===== src/rtl/img_sprite_fetch.sv =====
// img_sprite_fetch: pipelined sprite pixel fetcher in front of an image ROM.
// Define IMG_KEY_EN to treat KEY_CLR pixels as transparent.
module img_sprite_fetch #(
  parameter int IMG_W = 280,
  parameter int IMG_H = 40,
  parameter int FRAMES = 1,
  parameter int X_W = 10,
  parameter int Y_W = 9,
  parameter int ADDR_W = 17,
  parameter int CLR_W = 12,
  parameter int ROM_LAT = 1,
  parameter logic [CLR_W-1:0] BG_CLR = 12'h000,
  parameter logic [CLR_W-1:0] KEY_CLR = 12'hF0F
) (
  input  logic                    clk,
  input  logic                    rst_n,
  input  logic                    in_valid,
  input  logic [X_W-1:0]          x,
  input  logic [Y_W-1:0]          y,
  input  logic [X_W-1:0]          org_x,
  input  logic [Y_W-1:0]          org_y,
  input  logic                    hflip,
  input  logic [$clog2(FRAMES):0] frame,
  output logic [ADDR_W-1:0]       rom_addr,
  input  logic [CLR_W-1:0]        rom_dout,
  output logic                    out_valid,
  output logic [CLR_W-1:0]        clr,
  output logic                    hit
);
  localparam int F_W = $clog2(FRAMES) + 1;
  localparam int XW1 = X_W + 1;
  localparam int YW1 = Y_W + 1;
`ifdef IMG_KEY_EN
  localparam bit KEY_EN = 1'b1;
`else
  localparam bit KEY_EN = 1'b0;
`endif
  localparam logic [31:0] FSZ = 32'(IMG_W * IMG_H);
  localparam logic [31:0] WSZ = 32'(IMG_W);
  localparam logic [X_W-1:0] W_M1 = X_W'(IMG_W - 1);
  logic [X_W:0] rx;
  logic [Y_W:0] ry;
  logic in_c;
  logic s1_v, s1_in, s1_hf;
  logic [X_W-1:0] s1_x, cx;
  logic [Y_W-1:0] s1_y;
  logic [F_W-1:0] s1_f;
  logic [ADDR_W-1:0] addr_c;
  logic s2_v, s2_in;
  logic [ROM_LAT-1:0] dv, di;
  logic opq;
  // One extra bit keeps negative offsets far above IMG_W/IMG_H, so a single unsigned compare rejects them
  always_comb begin
    rx = {1'b0, x} - {1'b0, org_x};
    ry = {1'b0, y} - {1'b0, org_y};
    in_c = rx < XW1'(IMG_W) && ry < YW1'(IMG_H) && frame < F_W'(FRAMES);
    cx = s1_hf ? W_M1 - s1_x : s1_x;
    addr_c = ADDR_W'(32'(s1_f) * FSZ + 32'(s1_y) * WSZ + 32'(cx));
    opq = di[ROM_LAT-1] && (!KEY_EN || rom_dout != KEY_CLR);
  end
  always_ff @(posedge clk or negedge rst_n) begin
    if (!rst_n) begin
      s1_v <= 1'b0;
      s1_in <= 1'b0;
      s1_hf <= 1'b0;
      s1_x <= '0;
      s1_y <= '0;
      s1_f <= '0;
      s2_v <= 1'b0;
      s2_in <= 1'b0;
      rom_addr <= '0;
      dv <= '0;
      di <= '0;
      out_valid <= 1'b0;
      clr <= '0;
      hit <= 1'b0;
    end else begin
      s1_v <= in_valid;
      if (in_valid) begin
        s1_in <= in_c;
        s1_hf <= hflip;
        s1_x <= rx[X_W-1:0];
        s1_y <= ry[Y_W-1:0];
        s1_f <= frame;
      end
      s2_v <= s1_v;
      if (s1_v) begin
        s2_in <= s1_in;
        rom_addr <= s1_in ? addr_c : '0;
      end
      dv <= ROM_LAT'({dv, s2_v});
      di <= ROM_LAT'({di, s2_in});
      out_valid <= dv[ROM_LAT-1];
      if (dv[ROM_LAT-1]) begin
        clr <= opq ? rom_dout : BG_CLR;
        hit <= opq;
      end
    end
  end
endmodule


===== config.mk =====
export PLATFORM = sky130hd
export DESIGN_NAME = img_sprite_fetch
export DESIGN_NICKNAME = d
export VERILOG_FILES = /design/src/rtl/img_sprite_fetch.sv
export SDC_FILE = /design/constraint.sdc
export NUM_CORES = 1
export LEC_CHECK = 0
export ABC_AREA = 1
export CELL_PAD_IN_SITES_DETAIL_PLACEMENT = 0
export CELL_PAD_IN_SITES_GLOBAL_PLACEMENT = 1
export CORE_AREA = 2 2 109 111
export CTS_BUF_LIST = sky130_fd_sc_hd__clkbuf_4
export CTS_CLUSTER_DIAMETER = 60
export DETAILED_ROUTE_END_ITERATION = 8
export DIE_AREA = 0 0 111 113
export GPL_TIMING_DRIVEN = 0
export PLACE_DENSITY = 0.95
export SYNTH_ARGS = -nofsm -noshare
export SYNTH_HDL_FRONTEND = slang
export SYNTH_SLANG_ARGS = --single-unit
export TNS_END_PERCENT = 100

===== constraint.sdc =====
create_clock -name clk -period 8.05 [get_ports clk]
set_input_delay 0.805 -clock clk [delete_from_list [all_inputs] [get_ports clk]]
set_output_delay 0.805 -clock clk [all_outputs]
set_load 0.1 [all_outputs]

# Word level (Yosys, flattened, before mapping)
# Cells that the tools add are included.
dict set report totals {
  regBits 58
  input_bits 55
  output_inout_bits 31
}
dict set report classes {
  addsub 5
  multipliers 2
  order_cmp 3
  n_mux 3
  reduce_logical 2
}
# op count
set op_table {}
lappend op_table {{15-bit by 17-bit adder with 17-bit output} 1}
lappend op_table {{17-bit by 10-bit adder with 17-bit output} 1}
lappend op_table {{17-bit 2-to-1 mux} 1}
lappend op_table {{9-bit by 6-bit multiplier with 14-bit output (second input constant)} 1}
lappend op_table {{12-bit 2-to-1 mux} 1}
lappend op_table {{11-bit by 9-bit < comparator with 1-bit output (second input constant)} 1}
lappend op_table {{10-bit by 10-bit subtractor with 11-bit output} 1}
lappend op_table {{10-bit by 6-bit < comparator with 1-bit output (second input constant)} 1}
lappend op_table {{10-bit 2-to-1 mux} 1}
lappend op_table {{9-bit by 10-bit subtractor with 10-bit output (first input constant)} 1}
lappend op_table {{9-bit by 9-bit subtractor with 10-bit output} 1}
lappend op_table {{1-bit by 8-bit multiplier with 9-bit output (second input constant)} 1}
lappend op_table {{1-bit logical AND} 2}
lappend op_table {{1-bit < comparator (second input constant)} 1}

# Logic depth before layout (Yosys ltp)
# Gate-level depths: netlist (run 1).
dict set report depth {
  ltp_word 4
  depth_mapped 21
  ltp_nobuf 21
}

# Least setup slack after synthesis (run 1)
# OpenSTA, ideal clock, no wires.
dict set report synth_timing {
  path_type {register -> register}
  from {reg s1_y[7]}
  to {reg rom_addr[16]}
  setup_ns 0.125
  arrival_time_ns 3.577
  required_ns 7.925
  slack_ns 4.348
  path_stages_with_launch 22
  cell_sequence {dfrtp_1 ha_1 ha_1 inv_1 fa_1 inv_1 ha_1 a21oi_1 o21ai_1 a21oi_1 o21ai_0 xor2_1 ha_1 nand2_1 nor2_1 nand3_1 nand3_1 nand2_1 nand2_1 nand3_1 nand2_1 o21ai_1}
}
dict set report synth_via {
  elab_chain_cells 4
}
# item line_no
set synth_lines {}
lappend synth_lines {{start, declared} 46} ;# logic [Y_W-1:0] s1_y;
lappend synth_lines {{start signal, assigned} 83} ;# s1_y <= ry[Y_W-1:0];
lappend synth_lines {{9-bit by 6-bit multiplier with 14-bit output} 58} ;# addr_c = ADDR_W'(32'(s1_f) * FSZ + 32'(s1_y) * WSZ + 32'(cx));
lappend synth_lines {{15-bit by 17-bit adder with 17-bit output} 58}
lappend synth_lines {{17-bit by 10-bit adder with 17-bit output} 58}
lappend synth_lines {{17-bit 2-to-1 mux} 89} ;# rom_addr <= s1_in ? addr_c : '0;
lappend synth_lines {{end signal, assigned} 89}
lappend synth_lines {{end, declared} 24} ;# output logic [ADDR_W-1:0] rom_addr,
# No other way between the ends.
# A chain may end at the register's enable or synchronous reset.

# Worst setup path after layout (run 1)
# Same ends and word-level chain as after synthesis.

==> summary.md, run 1 <==
| Metric | Value |
|---|---|
| HP Class | in -> async |
| Setup ws final | 3.87 ns |
| Post-Synthesis Net Count | 771 |
| Initial antenna violation count | 0 |
| Sequential area share after synthesis | 30.1% |
| Commonest non-fill, non-tap cell in the layout | nand2_1 |
| Required @ worst endpoint | 8.34 ns |
| Avg Synthesized Cell Area | 7.49 um2 |
| CTS buffer count | 9 |
| Slew @ Worst Pin | 0.990 ns |
| Peak VDD IR | 0.000153 V |
| I/O Pins | 86 |
| Kind of critical path | reg -> reg |
| Fmax | 239 MHz |
| Clock transition at path regs | 0.11 ns |
| Setup-failing EPs final | 0 |
| Slew HR | 33.8% |
| Pwr/cell area | 266 mW/mm2 |
| Synth Area in XOR/XNOR | 2.36% |
| Synth Area in Compound Gates | 12.3% |
| Vias | 4328 |
| FF-to-FF path depth | 21 |
| Full die area | 0.0125 mm2 |
| Final period utilization | 52.0% |
| Worst skew pair latency | 0.40 ns |
| Yosys cell types | 42 |
| Min cycle time layout | 4.18 ns |
| Antenna Diode Count | 0 |
| R2r startpoint | s1_y[7]$_DFFE_PN0P_ |
| H-tree levels | 3 |
| CP startpoint | s1_y[7]$_DFFE_PN0P_ |
| Synthesized cell area | 0.00482 mm2 |
| Die H | 113 um |
| Setup crit end kind | flop |
| Async S/R FF share, synth | 100% |
| Crit start category | flop |
| #FFs+latches synth | 58 |
| Initial Util | 42.7% |
| Worst path arrival time | 4.47 ns |
| Worst Setup EP | rom_addr[16]$_DFFE_PN0P_ |
| Vias/cell | 4.87 |
| Area grow syn2layout | 25.7% |
| Fraction of layout cells with a size suffix above 1 | 6.17% |
| Setup Skew | 0.0131 ns |
| Clock Tree Buf Depth | 2 |
| Post-synthesis mux area share | 0.234% |
| Largest net degree at the start of global routing | 37 |
| Clock Sinks | 58 |
| Most frequent cells in the layout | 151 x nand2_1, 120 x inv_1, 84 x clkdlybuf4s50_1, 61 x ha_1, 58 x dfrtp_1 |
| Setup TNS | 0 ns |
| Routability Congestion | 0.861 |
| PortBufs | 85 |
| Pre-antenna DRT Iters | 6 |
| CTS tree | yes |
| Number of synthesized flops with an enable pin | 0 |
| First-pass GRT wire length | 18600 um |
| Cts hold-fix bufs | 0 |
| Vias in the first global route | 4324 |
| Per-cell routed wire length | 11.8 um |
| Post-synth top area cell | dfrtp_1 |
| Die X | 111 um |
| DRT Wirelength | 10500 um |
| Max FO, Critical Path | 7 |
| Core Region | 0.0113 mm2 |
| Leak | 3.12 nW |
| Root Buffer | clkbuf_4 |
| RSZ-0062 raised after global routing | false |
| Run status | finished, final reports clean |
| Drt first-iter violations | 158 |
| Synth Instances | 643 |
| Pre-CTS setup slack | 3.98 ns |
| Hold Vio Cnt, Final | 0 |
| Cts repair resizes | 0 |
| Synth Warn # | 0 |
| Row cnt | 39 |
| # nets final | 868 |
| Grt ovf | 0 |
| Simple-Gate Fraction of Synth Area | 23.4% |
| Primary FF master, synth | dfrtp_1 |
| Post-Synth Adder-Cell Area | 20.8% |
| Reg-to-Reg End | rom_addr[16]$_DFFE_PN0P_ |
| Largest family of logic cells by synthesized area | simple AND/OR/NAND/NOR gates |
| R2r setup slk | 3.87 ns |
| Post-synth top area share | 30.1% |
| Post-route antenna net violation count | 0 |
| Post-CTS Setup Bufs | 0 |
| MaxCap Viol Count | 0 |
| Slew Limit Fails | 0 |
| Top post-synthesis cells by area | dfrtp_1 30%, ha_1 16%, nand2_1 12% |
| Dpl hpwl | 8820 um |
| Total GRT Usage | 17.5% |
| DRC Markers | 0 |
==> critical path, cell delays in order (launching register included) <==
cell	delay, ns
dfrtp_1	0.50
ha_1	0.32
ha_1	0.27
inv_1	0.06
fa_1	0.52
inv_1	0.04
ha_1	0.34
a21oi_1	0.15
o21ai_1	0.10
a21oi_1	0.23
o21ai_0	0.14
xor2_1	0.16
ha_1	0.38
nand2_1	0.11
nor2_1	0.16
nand3_1	0.09
nand3_1	0.13
nand2_1	0.09
nand2_1	0.08
nand3_1	0.07
nand2_1	0.07
o21ai_1	0.05
==> per-stage QoR <==
stage | area, um2 | util, % | std cells | hold WS (ns) | power, mW
3_5_place_dp | 5860 | 52.0 | 872 | 0.336 | 1.32
2_1_floorplan | 4820 | - | 643 | 0.331 | 1.10
3_3_place_gp | 5850 | 51.9 | 871 | 0.337 | 1.30
4_1_cts | 6050 | 53.7 | 888 | 0.350 | 1.61
6_report | 6050 | 53.7 | 888 | 0.356 | 1.61
5_1_grt | 6050 | 53.7 | 888 | 0.359 | 1.79
==> cell type report <==
cell class              count  area (um2)
clock buffers               9        67.6
inverters                 126         473
clock inverters             7         125
fillers                  1074        5220
flip-flops and latches     58        1450
repair buffers             86         866
multi-input cells         448        2850
well taps                 143         179
plain buffers              11        42.5
==> how the worst min path moves through the flow <==
stage                        start                 end
detailed placement  s2_v$_DFF_PN0_        dv$_DFF_PN0_
finish                       rst_n  clr[2]$_DFFE_PN0P_
floorplan           s2_v$_DFF_PN0_        dv$_DFF_PN0_
CTS                          rst_n  clr[1]$_DFFE_PN0P_
global route        s2_v$_DFF_PN0_        dv$_DFF_PN0_
global placement    s2_v$_DFF_PN0_        dv$_DFF_PN0_
==> cells in the mapped netlist (3+ instances only) <==
cell / number
a21oi_1: 26
a21oi_2: 3
a31oi_1: 5
a32o_1: 5
clkbuf_1: 9
dfrtp_1: 58
fa_1: 12
ha_1: 61
inv_1: 120
inv_2: 5
nand2_1: 151
nand2_2: 9
nand3_1: 46
nand4_1: 7
nor2_1: 30
nor3_2: 3
o21ai_0: 42
o21ai_1: 8
or2_2: 3
xnor2_1: 6
xor2_1: 7
==> flip-flops by register name (all words and copies together), names as in the netlist <==
register   cells
s1_hf          1
s1_f           1
hit            1
s1_v           1
s1_in          1
s1_y           9
clr           12
dv             1
s1_x          10
di             1
s2_v           1
s2_in          1
rom_addr      17
out_valid      1
==> report_power, final <==
group | internal [mW] | switching (mW)
logic | 0.387 | 0.616
registers | 0.309 | 0.0217
clock network | 0.160 | 0.117
==> per-layer routing <==
| metal | global-route usage (%) | wire length, um |
|---|---|---|
| met4 | 5.17 | 140 |
| met1 | 21.2 | 4780 |
| met5 | 0 | 0 |
| met3 | 2.62 | 432 |
| met2 | 32.4 | 5110 |
==> logic make-up (layout without fill, tap and decap cells) <==
group,after synthesis,count (layout)
DFF,58,58
adders and majority gates,73,73
xor gates and xnor gates,13,13
buffers and inverters,137,239
muxes,1,1
AOI/OAI and AO/OA,102,102
and+or+nand+nor,259,259
No activity file was read; power rests on OpenSTA's default activity.
==> run 2, diff against run 1 <==
CORE_AREA = 2 2 119 121   (was 2 2 109 111)
DIE_AREA = 0 0 121 123   (was 0 0 111 113)
PLACE_DENSITY = 0.87   (was 0.95)
clock period = 3.4 ns   (was 8.05 ns; I/O delays follow)
==> run 2 against run 1 <==
The flow now finishes with violations (setup timing). Clock-buffer cell count up 1. Combinational power rose to 3.7 times the previous value. Clock power up 100%. Wire length up 9.4%. Cell count up 6.9%. Setup slack worse by 4.2 ns. Critical path depth down 3. Sequential share of layout area down 2.0 points. Sequential cell count unchanged. Register-to-register slack worse by 4.2 ns. Via count up 1.9%. Sequential power up 140%. Critical endpoint is now rom_addr[13]$_DFFE_PN0P_. Largest power group unchanged. Highest routed layer unchanged.
==> summary.md, run 2 (same netlist as run 1, synthesis figures left out) <==
| Metric | Value |
|---|---|
| Setup Skew | 0.0149 ns (+0.00178 ns) |
| Setup ws final | -0.289 ns (-4.16 ns) |
| Clock transition at path regs | 0.10 ns (about the same) |
| Final Util | 48.8% (-4.9 points) |
| Worst path arrival time | 4.00 ns (-0.47 ns) |
| CP startpoint | s1_y[6]$_DFFE_PN0P_ |
| Vias/cell | 4.65 (-4.7%) |
| Slew Limit Fails | 0 (unchanged) |
| Slew @ Worst Pin | 1.01 ns (+0.0166 ns) |
| Clock Sinks | 58 (unchanged) |
| Setup-failing EPs final | 8 (+8) |
| Drt first-iter violations | 237 (+50%) |
| Vias | 4410 (+1.9%) |
| Largest regs | rom_addr: 17 flops, clr: 12 flops, s1_x: 10 flops |
| Commonest non-fill, non-tap cell in the layout | nand2_1 |
| Area grow syn2layout | 38.0% |
| Die H | 123 um (+8.8%) |
| Run status | finished with violations |
| I/O Pins | 86 (unchanged) |
| Most frequent cells in the layout | 142 x nand2_1, 113 x inv_1, 84 x clkdlybuf4s50_1, 50 x dfrtp_1, 44 x nand3_1 |
| Slew HR | 32.7% (-1.1 points) |
| Die X | 121 um (+9.0%) |
| PortBufs | 85 (unchanged) |
| Total GRT Usage | 16.0% (-1.5 points) |
| HP Class | reg -> reg |
| Peak VDD IR | 0.000488 V (+220%) |
| Final period utilization | 109% (+57 points) |
| CTS buffer count | 9 (unchanged) |
| Min cycle time layout | 3.69 ns (-0.493 ns) |
| Post-route antenna net violation count | 0 (unchanged) |
| Root Buffer | clkbuf_4 |
| Worst Setup EP | rom_addr[13]$_DFFE_PN0P_ |
| Crit start category | flop |
| Fmax | 271 MHz (+13%) |
| Top reg by flops | rom_addr |
| Violated checks | setup timing |
| Initial Util | 35.4% (-7.3 points) |
| CTS tree | yes |
| Full die area | 0.0149 mm2 (+19%) |
| Largest net degree at the start of global routing | 33 (-11%) |
| H-tree levels | 3 (unchanged) |
| Hold Vio Cnt, Final | 0 (unchanged) |
| Worst skew pair latency | 0.41 ns (about the same) |
| Required @ worst endpoint | 3.71 ns (-4.63 ns) |
| Kind of critical path | reg -> reg |
| RSZ-0062 raised after global routing | true |
| MaxCap Viol Count | 0 (unchanged) |
| Leak | 3.25 nW (+4.1%) |
| Grt ovf | 0 (unchanged) |
| Reg-to-Reg End | rom_addr[13]$_DFFE_PN0P_ |
| Core Region | 0.0136 mm2 (+21%) |
| Pre-antenna DRT Iters | 6 (unchanged) |
| R2r startpoint | s1_y[6]$_DFFE_PN0P_ |
| Largest register FFs | 17 (unchanged) |
| DRT Wirelength | 11400 um (+9.4%) |
| Dpl hpwl | 9140 um (+3.6%) |
| Clock Tree Buf Depth | 2 (unchanged) |
| Pwr/cell area | 763 mW/mm2 (+190%) |
| Initial antenna violation count | 0 (unchanged) |
| FF-to-FF path depth | 18 (-14%) |
| Vias in the first global route | 4143 (-4.2%) |
| # nets final | 891 (+2.6%) |
| Per-cell routed wire length | 12.1 um (+2.4%) |
| Row cnt | 43 (+10%) |
| DRC Markers | 0 (unchanged) |
| Pre-CTS setup slack | -0.453 ns (-4.43 ns) |
| Setup crit end kind | flop |
| Fraction of layout cells with a size suffix above 1 | 17.7% (+12 points) |
| First-pass GRT wire length | 19300 um (+3.5%) |
| Max FO, Critical Path | 4 (-3) |
| R2r setup slk | -0.29 ns (-4.16 ns) |
| Routability Congestion | 0.863 (+0.28%) |
## run 2: routing by layer
metal  global-route usage, %  vias up  wire, um
met5                       0        -         0
met4                    5.67        0       148
met3                    2.26       13       546
met2                    26.4      113      5300
met1                    21.5     1969      5460
li1                        -     2315         -
## run 2: power breakdown
part,total [mW],switching [mW],internal [mW]
clock,0.558,0.256,0.302
combinational,3.72,2.00,1.72
sequential,0.790,0.0548,0.735
total,5.07,2.31,2.76
## run 2: layout make-up
cell class | instances | area, um2
clock buffers | 10 | 75.1
fillers | 1312 | 6970
multi-input cells | 448 | 3240
inverters | 126 | 475
plain buffers | 11 | 42.5
clock inverters | 6 | 81.3
repair buffers | 109 | 1040
flip-flops and latches | 58 | 1460
well taps | 180 | 225
diodes | 1 | 2.50
## run 2: metrics by stage
step | setup TNS (ns) | instances | area [um2] | power, mW | hold WS, ns
2_1_floorplan | -0.361 | 643 | 4980 | 2.91 | 0.0444
3_3_place_gp | -2.20 | 908 | 6060 | 3.43 | 0.335
3_5_place_dp | -2.47 | 909 | 6070 | 3.46 | 0.342
4_1_cts | -1.23 | 942 | 6490 | 4.54 | 0.364
5_1_grt | -2.46 | 948 | 6640 | 5.53 | 0.377
6_report | -1.21 | 949 | 6650 | 5.07 | 0.358
## run 2: timing repair
action,4_1_cts,5_1_grt
resized for setup,32,28
endpoints found under the setup margin,9,9
hold buffers,1,0
pin swaps,16,14
buffers inserted,16,6
endpoints found under the hold margin,26,0
## run 2: how the worst min path moves through the flow
stage,startpoint,to,slack [ns],cells past startpoint
floorplan,rst_n,clr[0]$_DFFE_PN0P_,0.04,0
global placement,s2_v$_DFF_PN0_,dv$_DFF_PN0_,0.33,0
detailed placement,s2_v$_DFF_PN0_,dv$_DFF_PN0_,0.34,0
CTS,s2_v$_DFF_PN0_,dv$_DFF_PN0_,0.36,0
global route,s2_v$_DFF_PN0_,dv$_DFF_PN0_,0.38,0
finish,s2_v$_DFF_PN0_,dv$_DFF_PN0_,0.36,0
## run 2: critical path, stage by stage (launching register included)
cell      delay [ns]
dfrtp_2         0.47
ha_4            0.26
ha_4            0.24
fa_1            0.47
ha_4            0.31
inv_4           0.04
xor2_2          0.16
fa_1            0.50
inv_2           0.05
ha_4            0.29
nand2_2         0.07
nor3_2          0.14
nand2_1         0.09
nand2_2         0.08
inv_2           0.03
o21bai_1        0.15
a21oi_1         0.09
o21ai_1         0.08
nand2_1         0.05
==> run 3, diff against run 2 <==
CORE_AREA = 2 2 98 194   (was 2 2 119 121)
DIE_AREA = 0 0 100 196   (was 0 0 121 123)
PLACE_DENSITY = 0.7   (was 0.87)
REMOVE_ABC_BUFFERS = 1   (was default)
==> run 3 against run 2 <==
Cell count rose by 3.2%. The run still ends with setup timing left. Combinational power barely moved. Clock power rose by 4%. Clock-buffer cell count fell by 1.
==> summary.md, run 3 (same netlist as run 1, synthesis figures left out) <==
| Metric | Value |
|---|---|
| Initial Util | 26.4% (-8.9 points) |
| Kind of critical path | reg -> reg |
| Clock share of power | 11.3% (+0.3 points) |
| Clock Sinks | 58 (unchanged) |
| Peak VDD IR | 0.000406 V (-17%) |
| Setup-failing EPs final | 7 (-1) |
| DRC Markers | 0 (unchanged) |
| Largest regs | rom_addr: 17 flops, clr: 12 flops, s1_x: 10 flops |
| Slew @ Worst Pin | 1.02 ns (+0.0120 ns) |
| Leak | 3.24 nW (about the same) |
| Routability Congestion | 0.846 (-2.0%) |
| Top reg by flops | rom_addr |
| Root Buffer | clkbuf_4 |
| Most frequent cells in the layout | 142 x nand2_1, 111 x inv_1, 84 x clkdlybuf4s50_1, 51 x dfrtp_1, 44 x nand3_1 |
| Final Total Pwr | 5.11 mW (+0.80%) |
| Fmax | 269 MHz (-0.86%) |
| Hold Vio Cnt, Final | 0 (unchanged) |
| Full die area | 0.0196 mm2 (+32%) |
| Setup crit end kind | flop |
| Crit start category | flop |
| Largest net degree at the start of global routing | 37 (+12%) |
| Die X | 100 um (-17%) |
| Switch share | 46.2% (+0.58 points) |
| Vias | 4489 (+1.8%) |
| Final period utilization | 109% (+0.94 points) |
| Combinational power share | 73.2% (-0.2 points) |
| Max FO, Critical Path | 4 (unchanged) |
| WHS | 0.365 ns (+0.00681 ns) |
| Pre-CTS setup slack | -0.736 ns (-0.284 ns) |
| HP Class | reg -> reg |
| Min cycle time layout | 3.72 ns (+0.0320 ns) |
| Post-route antenna net violation count | 0 (unchanged) |
| H-tree levels | 3 (unchanged) |
| Final instance area | 0.00674 mm2 (+1.4%) |
| Core Region | 0.0182 mm2 (+34%) |
| Violated checks | setup timing |
| Pre-antenna DRT Iters | 4 (-2) |
| I/O Pins | 86 (unchanged) |
| Required @ worst endpoint | 3.71 ns (about the same) |
| Clock Tree Buf Depth | 2 (unchanged) |
| P_sw | 2.36 mW (+2.1%) |
| Vias in the first global route | 4548 (+9.8%) |
| CTS tree | yes |
| Die H | 196 um (+59%) |
| Worst skew pair latency | 0.43 ns (+0.02 ns) |
| Placement Cell Area | 0.00591 mm2 (-2.7%) |
| Reg power frac | 15.5% (about the same) |
| Setup Skew | 0.0132 ns (-0.00172 ns) |
| PortBufs | 85 (unchanged) |
| Pwr/cell area | 758 mW/mm2 (-0.62%) |
| Worst path arrival time | 4.03 ns (+0.03 ns) |
| # nets final | 885 (-0.67%) |
| Vias/cell | 4.59 (-1.3%) |
| Largest register FFs | 17 (unchanged) |
| Run status | finished with violations |
| Per-cell routed wire length | 13.1 um (+8.5%) |
| Total GRT Usage | 13.5% (-2.5 points) |
| Slew Limit Fails | 0 (unchanged) |
| Fraction of layout cells with a size suffix above 1 | 18.2% (+0.53 points) |
| DRT Wirelength | 12800 um (+12%) |
| RSZ-0062 raised after global routing | true |
| Clock transition at path regs | 0.12 ns (+0.02 ns) |
| Drt first-iter violations | 99 (-58%) |
| First-pass GRT wire length | 21100 um (+9.6%) |
| Setup ws final | -0.321 ns (-0.0320 ns) |
| Commonest non-fill, non-tap cell in the layout | nand2_1 |
| Initial antenna violation count | 1 (+1) |
| MaxCap Viol Count | 0 (unchanged) |
| CTS buffer count | 9 (unchanged) |
| Row cnt | 70 (+63%) |
| Dpl hpwl | 10300 um (+12%) |
| Slew HR | 31.9% (-0.80 points) |
| Grt ovf | 0 (unchanged) |
| Pint | 2.75 mW (-0.26%) |
| Area grow syn2layout | 40.0% |
-- run 3: cell types whose count changed in the layout (fill, tap and decap cells not counted), sizes merged --
| cell | delta |
|---|---|
| clkinvlp | +1 |
| buf | +3 |
| clkbuf | -10 |
| inv | +1 |
| clkinv | -1 |
-- run 3: power by group through the flow --
stage          registers [mW]  clock network [mW]  logic, mW
3_5_place_dp            0.805                   0       2.38
6_report                0.794               0.578       3.74
4_1_cts                 0.793               0.601       3.47
5_1_grt                 0.800               0.629       4.15
3_3_place_gp            0.804                   0       2.37
2_1_floorplan           0.799                   0       1.81
-- run 3: timing repair --
action | 4_1_cts | 5_1_grt
buffers inserted | 26 | 1
endpoints found under the setup margin | 9 | 8
pin swaps | 37 | 26
hold buffers | 1 | 0
gates resized for setup | 68 | 19
endpoints found under the hold margin | 22 | 0
-- run 3: worst max-delay path, cell delays in order, from the launching register on --
cell     delay [ns]
dfrtp_2        0.47
ha_4           0.26
ha_4           0.25
inv_2          0.03
fa_1           0.51
inv_2          0.05
ha_4           0.31
nand2_4        0.07
o21ai_4        0.17
a21oi_2        0.06
o21ai_1        0.14
xor2_1         0.17
ha_2           0.32
nand2_2        0.09
nor2_1         0.04
a21oi_1        0.15
nand3_2        0.13
nand2_2        0.09
nand2_2        0.06
a21oi_1        0.14
o21ai_1        0.08
-- run 3: final timing paths --
kind	from	endpoint	slack [ns]	cells after the start
setup / recovery	s1_y[6]$_DFFE_PN0P_	rom_addr[16]$_DFFE_PN0P_	-0.32	20
hold reg to reg	s2_v$_DFF_PN0_	dv$_DFF_PN0_	0.37	0
hold / removal	s2_v$_DFF_PN0_	dv$_DFF_PN0_	0.37	0
max in group asynchronous	rst_n	s1_y[4]$_DFFE_PN0P_	2.35	3
min in group asynchronous	rst_n	clr[9]$_DFFE_PN0P_	0.42	2
setup reg to reg	s1_y[6]$_DFFE_PN0P_	rom_addr[16]$_DFFE_PN0P_	-0.32	20
-- run 3: metal layers --
metal	vias to the layer above	share of wire (%)	routed length [um]	track usage (%)
met5	-	0	0	0
met4	0	3.7	471	6.24
met3	32	2.4	302	1.43
met2	81	60	7710	28.2
met1	2071	34	4330	12.3
li1	2305	-	-	-
-- run 3: cell type report --
type	instances	area [um2]
Multi-Input combinational cell	448	3290
Inverter	126	475
Fill cell	1891	11500
Tap cell	216	270
Clock buffer	9	67.6
Clock inverter	7	92.6
Antenna cell	1	2.50
Sequential cell	58	1460
Timing Repair Buffer	114	1080
-- run 3: through the flow --
stage / util, % / setup TNS [ns] / std cells
final: 37.0 / -1.42 / 979
after global routing: 37.0 / -2.76 / 979
after detailed placement: 32.4 / -4.36 / 934
after CTS: 36.5 / -1.48 / 977
after floorplan: - / -1.61 / 632
after global placement: 32.4 / -4.31 / 933
